===== src/rtl/servo_pwm_decoder_pkg.sv =====
// Servo PWM definitions shared by the PWM generator and this decoder: the instruction
// encoding, the default timing thresholds and the pulse-width classifier.
package servo_pwm_decoder_pkg;

    typedef enum logic [1:0] {
        SERVO_REST  = 2'b00,
        SERVO_LEFT  = 2'b01,
        SERVO_RIGHT = 2'b10,
        SERVO_FAULT = 2'b11
    } servo_instr_e;

    typedef enum logic [1:0] {
        ST_ARM,
        ST_LOW,
        ST_HIGH
    } dec_state_e;

    localparam int unsigned DEF_CLKS_PER_US = 100;
    localparam int unsigned DEF_MIN_US      = 900;
    localparam int unsigned DEF_REST_LO_US  = 1400;
    localparam int unsigned DEF_REST_HI_US  = 1600;
    localparam int unsigned DEF_MAX_US      = 2100;
    localparam int unsigned DEF_TIMEOUT_US  = 25000;

    localparam int WIDTH_BITS = 12;
    localparam int WDOG_BITS  = 15;

    // Legal widths map to left / rest / right; anything outside [min_us, max_us] is a fault.
    function automatic servo_instr_e classify(
        input logic [WIDTH_BITS-1:0] w,
        input logic [WIDTH_BITS-1:0] min_us,
        input logic [WIDTH_BITS-1:0] lo_us,
        input logic [WIDTH_BITS-1:0] hi_us,
        input logic [WIDTH_BITS-1:0] max_us
    );
        if (w < min_us || w > max_us) return SERVO_FAULT;
        if (w < lo_us)                return SERVO_LEFT;
        if (w <= hi_us)               return SERVO_REST;
        return SERVO_RIGHT;
    endfunction

endpackage


===== src/rtl/sync_edge.sv =====
// Two-flop synchronizer plus delay register for an asynchronous level input, with
// registered rise/fall strobes aligned to the delayed level.
module sync_edge (
    input  logic clk,
    input  logic raw,
    output logic level,
    output logic rise,
    output logic fall
);

    logic meta;
    logic s;
    logic d;

    // NOTE: the synchronizer is deliberately not reset, so right after reset it already
    // shows the true line level and a pulse in progress cannot masquerade as a new rise.
    // NOTE: non-blocking assignments make every flop sample the pre-edge values.
    always_ff @(posedge clk) begin
        meta <= raw;
        s    <= meta;
        d    <= s;
        rise <= s & ~d;
        fall <= ~s & d;
    end

    // d carries the same delay as the strobes, so rise implies level = 1.
    assign level = d;

endmodule


===== src/rtl/servo_pwm_decoder.sv =====
// Measures the high time of a hobby-servo PWM pulse and decodes it into a rest/left/right
// instruction, flagging out-of-range pulses and a lost signal.
module servo_pwm_decoder
    import servo_pwm_decoder_pkg::*;
#(
    parameter int unsigned CLKS_PER_US = DEF_CLKS_PER_US,
    parameter int unsigned MIN_US      = DEF_MIN_US,
    parameter int unsigned REST_LO_US  = DEF_REST_LO_US,
    parameter int unsigned REST_HI_US  = DEF_REST_HI_US,
    parameter int unsigned MAX_US      = DEF_MAX_US,
    parameter int unsigned TIMEOUT_US  = DEF_TIMEOUT_US
) (
    input  logic                  clk,
    input  logic                  rst,
    input  logic                  pwm_in,
    output logic [1:0]            servo_instruction,
    output logic [WIDTH_BITS-1:0] width_us,
    output logic                  pulse_valid,
    output logic                  pulse_err,
    output logic                  timeout
);

    localparam int PRE_W = (CLKS_PER_US > 1) ? $clog2(CLKS_PER_US) : 1;

    localparam logic [PRE_W-1:0]      PRE_LAST   = PRE_W'(CLKS_PER_US - 1);
    localparam logic [PRE_W-1:0]      PRE_ONE    = PRE_W'(1);
    localparam logic [WIDTH_BITS-1:0] WIDTH_MAX  = '1;
    localparam logic [WIDTH_BITS-1:0] WIDTH_ONE  = WIDTH_BITS'(1);
    localparam logic [WIDTH_BITS-1:0] MIN_W      = WIDTH_BITS'(MIN_US);
    localparam logic [WIDTH_BITS-1:0] REST_LO_W  = WIDTH_BITS'(REST_LO_US);
    localparam logic [WIDTH_BITS-1:0] REST_HI_W  = WIDTH_BITS'(REST_HI_US);
    localparam logic [WIDTH_BITS-1:0] MAX_W      = WIDTH_BITS'(MAX_US);
    localparam logic [WDOG_BITS-1:0]  WDOG_LIMIT = WDOG_BITS'(TIMEOUT_US);
    localparam logic [WDOG_BITS-1:0]  WDOG_ONE   = WDOG_BITS'(1);

    logic level;
    logic rise;
    logic fall;

    sync_edge u_sync (
        .clk   (clk),
        .raw   (pwm_in),
        .level (level),
        .rise  (rise),
        .fall  (fall)
    );

    dec_state_e            state, state_next;
    logic [PRE_W-1:0]      pre, pre_next, pre_inc;
    logic [WIDTH_BITS-1:0] width, width_next, width_inc;
    logic [PRE_W-1:0]      wd_pre, wd_pre_next;
    logic [WDOG_BITS-1:0]  wd, wd_next;
    servo_instr_e          instr_next, pulse_instr;
    logic [WIDTH_BITS-1:0] width_us_next;
    logic                  valid_next;
    logic                  err_next;
    logic                  timeout_next;

    // The width count including the current cycle; a fall uses it so the falling cycle counts.
    always_comb begin
        if (pre == PRE_LAST) begin
            pre_inc   = '0;
            width_inc = (width == WIDTH_MAX) ? width : width + WIDTH_ONE;
        end else begin
            pre_inc   = pre + PRE_ONE;
            width_inc = width;
        end
    end

    assign pulse_instr = classify(width_inc, MIN_W, REST_LO_W, REST_HI_W, MAX_W);

    // NOTE: every signal gets its hold value first, so no path through this block infers a latch.
    always_comb begin
        state_next    = state;
        pre_next      = pre;
        width_next    = width;
        wd_pre_next   = wd_pre;
        wd_next       = wd;
        instr_next    = servo_instr_e'(servo_instruction);
        width_us_next = width_us;
        valid_next    = 1'b0;
        err_next      = pulse_err;
        timeout_next  = timeout;

        if (rise) begin
            wd_pre_next = '0;
            wd_next     = '0;
        end else if (wd != WDOG_LIMIT) begin
            if (wd_pre == PRE_LAST) begin
                wd_pre_next = '0;
                wd_next     = wd + WDOG_ONE;
            end else begin
                wd_pre_next = wd_pre + PRE_ONE;
            end
        end

        // A lost signal decodes as rest; a fall in the same cycle overrides below.
        if (wd != WDOG_LIMIT && wd_next == WDOG_LIMIT) begin
            timeout_next = 1'b1;
            instr_next   = SERVO_REST;
        end

        case (state)
            ST_ARM: begin
                if (!level) state_next = ST_LOW;
            end
            ST_LOW: begin
                if (rise) begin
                    pre_next   = '0;
                    width_next = '0;
                    state_next = ST_HIGH;
                end
            end
            ST_HIGH: begin
                pre_next   = pre_inc;
                width_next = width_inc;
                if (fall) begin
                    state_next    = ST_LOW;
                    valid_next    = 1'b1;
                    width_us_next = width_inc;
                    instr_next    = pulse_instr;
                    err_next      = (pulse_instr == SERVO_FAULT);
                    if (pulse_instr != SERVO_FAULT) timeout_next = 1'b0;
                end
            end
            default: state_next = ST_ARM;
        endcase
    end

    always_ff @(posedge clk) begin
        if (rst) begin
            state             <= ST_ARM;
            pre               <= '0;
            width             <= '0;
            wd_pre            <= '0;
            wd                <= '0;
            servo_instruction <= SERVO_REST;
            width_us          <= '0;
            pulse_valid       <= 1'b0;
            pulse_err         <= 1'b0;
            timeout           <= 1'b1;
        end else begin
            state             <= state_next;
            pre               <= pre_next;
            width             <= width_next;
            wd_pre            <= wd_pre_next;
            wd                <= wd_next;
            servo_instruction <= instr_next;
            width_us          <= width_us_next;
            pulse_valid       <= valid_next;
            pulse_err         <= err_next;
            timeout           <= timeout_next;
        end
    end

endmodule


===== config.mk =====
export PLATFORM = sky130hd
export DESIGN_NAME = servo_pwm_decoder
export DESIGN_NICKNAME = d
export VERILOG_FILES = /design/src/rtl/servo_pwm_decoder_pkg.sv /design/src/rtl/sync_edge.sv /design/src/rtl/servo_pwm_decoder.sv
export SDC_FILE = /design/constraint.sdc
export NUM_CORES = 1
export LEC_CHECK = 0
export CORE_MARGIN = 5
export CORE_UTILIZATION = 59
export DETAILED_ROUTE_END_ITERATION = 12
export GPL_ROUTABILITY_DRIVEN = 0
export HOLD_SLACK_MARGIN = 0.08
export PLACE_DENSITY = 0.91
export SLEW_MARGIN = 10
export SYNTH_ARGS = -nofsm -noshare
export SYNTH_HDL_FRONTEND = slang
export SYNTH_SLANG_ARGS = --single-unit

===== constraint.sdc =====
create_clock -name clk -period 2.9 [get_ports clk]
set_clock_uncertainty 0.15 [all_clocks]
set_input_delay 0.435 -clock clk [delete_from_list [all_inputs] [get_ports clk]]
set_output_delay 0.435 -clock clk [all_outputs]
set_load 0.1 [all_outputs]

==> out/qor.csv <==
metric,value,unit
synth warn,0,
Post-synth EDFFs,0,
leakage power,1.30,nW
Top Family by Delay on Critical Path,simple AND/OR/NAND/NOR gates,
# fillers,402,
post-layout min period,2.72,ns
pins over their slew limit,0,
CTS root buf,clkbuf_8,
fin nets,434,
TNS Setup,0,ns
gr ovfl total,0,
Die ar.,7110,sq um
r2r setup slk,0.18,ns
"Top FF cell, synth",dfxtp_1,
CP Launch Type,flop,
crit path cell chain,ha_1 > nand3b_1 > nor2_4 > nand4_1 > mux2_4 > or3_1 > a211o_1 > a32oi_1 > o21bai_2,
Slew headroom,59.8,%
Final Core Density,67.6,%
hold_sp,u_sync.meta,
number of antenna violations at the first check in global routing,0,
CTS Buffer Depth,2,
worst vdd ir,0.249,mV
element type at the critical path end,flop,
WP buf/inv,0,
unrepaired setup endpoints after global routing,no,
pwr dens,440,nW/um^2
"FF+latch count, synth",65,
clock tree from TritonCTS,done,
Worst R2R Start,pre[0],
vias in the first global route,2784,
WL final,7.43,mm
syn_nets,412,
"commonest non-fill, non-tap cell in the layout",nor2_1,
final setup fails,0,
"commonest non-fill, non-tap cells in the layout","nor2_1, dfxtp_1, nand2_1",
die width,84.3,microns
DRC Markers,0,
max incr delay on CP,0.36,ns
Min Hold Slack,0.177,ns
CP Max Fanout,7,
Mapped Cells,404,
Via density,6.02,
hpwl dp,5.24,mm
CP max stage cell,dfxtp_1,
Initial Utilization,59.9,%
reg2reg end,timeout,
clock latency on the worst-skew pair,0.35,ns
Mean Syn Cell Area,8.07,sq um
share of cells above drive strength 1,14.2,%
critical path class,reg2reg,
Required @ worst endpoint,2.99,ns
Fmax achieved,0.368,GHz
first-pass GRT wire length,12.8,mm
DR vias,3028,
Hold Crit Class,reg2reg,
Final period util,93.7,%
Core Rows,27,
I/O pin count,20,
Clock Power Share,40.0,%
ANT nets after route,0,
Core Footprint,5440,sq um
area grow syn2layout,12.9,%
hold path endpoint,u_sync.s,
Post-CTS Resized,0,
Slew @ Worst Pin,0.596,ns
Sw Ratio,24.5,%
"Arr. time, crit path",2.80,ns
pin count of the biggest net entering global routing,40,
Combinational Power Share,3.8,%
Clock H-tree levels,3,
Pre-antenna DRT Iters,8,
CTS Hold Bufs,0,
post-synthesis cell area,3260,sq um
Post-synth ARST share,0,%
hold path cells,0,
WL/cell,14.8,microns
sequential share of power,56.2,%
Pint,0.00122,W
"Distinct cells, synth",54,
Net Sw Power,0.000397,W
DRT iter0 DRCs,367,
Register-to-Register Path Depth,9,
number of antenna diodes,0,
Die Y,84.3,microns
status,completed,
Clock transition at path regs,0.07,ns
Max Cap Violations,0,
sequential area share after synthesis,39.9,%
CTS Buf Count,9,
clock sinks,65,
"Setup Fix Bufs, Post-CTS",0,
final hold vios,0,
Total Routing Usage GR,21.8,%
number of buffers added on ports,19,
## cell type report
class                           count  area (sq um)  area share, %
Clock buffer                       10           128           3.47
Clock inverter                      6          35.0          0.952
Inverter                            8          30.0          0.816
Multi-Input combinational cell    314          1880           51.0
Sequential cell                    65          1300           35.4
Tap cell                           72          90.1           2.45
Timing Repair Buffer               28           215           5.85
## worst reg2reg max path, stage by stage (launching register included)
cell	delay, ns
dfxtp_1	0.36
ha_1	0.29
nand3b_1	0.20
nor2_4	0.20
nand4_1	0.16
mux2_4	0.35
or3_1	0.31
a211o_1	0.25
a32oi_1	0.25
o21bai_2	0.10
## how the worst max path moves through the flow
stage                          to      from  slack, ns  depth (start not counted)
after floorplan           timeout  width[2]       0.39                          9
after global placement    timeout    pre[4]       0.24                          8
after detailed placement  timeout  width[0]       0.14                          9
after CTS                 timeout  width[0]       0.12                          9
after global routing      timeout  width[2]      0.004                          8
final                     timeout    pre[0]       0.18                          9
## flip-flops by register name, summed over array words and instances (netlist names), 2 cells and up
register	cells
width_us	12
pre	7
state	2
servo_instruction	2
wd	15
width	12
wd_pre	7
## routing by layer
metal	vias to the layer above	global-route usage (%)	wire, microns
met1	1383	28.7	3270
met2	165	34.6	3450
li1	1460	-	-
met3	20	4.71	550
met5	-	0	0
met4	0	9.21	157
## power groups by stage
stage,logic (W),registers [W],clock network [W]
floorplan,0.0000376,0.000938,0
global placement,0.0000590,0.000931,0
detailed placement,0.0000602,0.000931,0
CTS,0.0000604,0.000911,0.000657
global route,0.0000671,0.000912,0.000708
finish,0.0000611,0.000911,0.000648
## cells by family (layout without fill, tap and decap cells)
family / after synthesis / in the layout / share of synthesized area, %
xor+xnor: 26 / 26 / 6.99
compound gates: 70 / 70 / 12.9
fa+ha+maj: 6 / 6 / 2.23
simple gates: 207 / 207 / 33.2
flops: 65 / 65 / 39.9
mux: 5 / 5 / 1.73
buf+inv: 25 / 52 / 3.03
## cells in the mapped netlist (3+ instances only)
cell	number	share of area, %
clkbuf_1	13	1.5
nand4_1	11	2.1
nand4b_1	5	1.3
xor2_1	13	3.5
nand3_1	19	2.9
a21oi_1	28	4.3
nor2b_1	4	0.77
buf_2	4	0.61
o21ai_0	15	2.3
and3_1	9	1.7
nand2_1	32	3.7
ha_1	5	1.9
a22oi_1	5	1.2
dfxtp_1	65	40
mux2i_1	3	0.92
nor2_1	80	9.2
nor3_1	8	1.2
o21ai_1	4	0.61
nand3b_1	3	0.69
nand2b_1	6	1.2
inv_1	8	0.92
a211oi_1	6	1.4
xnor2_1	13	3.5
or3_1	4	0.77
## stage by stage
| stage | instance area, sq um | power [W] | setup slack (ns) | std cells |
|---|---|---|---|---|
| final | 3680 | 0.00162 | 0.183 | 503 |
| after global routing | 3680 | 0.00169 | 0.00429 | 503 |
| after CTS | 3660 | 0.00163 | 0.121 | 503 |
| after detailed placement | 3500 | 0.000992 | 0.144 | 487 |
| after global placement | 3500 | 0.000990 | 0.245 | 487 |
| after floorplan | 3260 | 0.000975 | 0.391 | 404 |
Power figures use the tool's default switching activity.
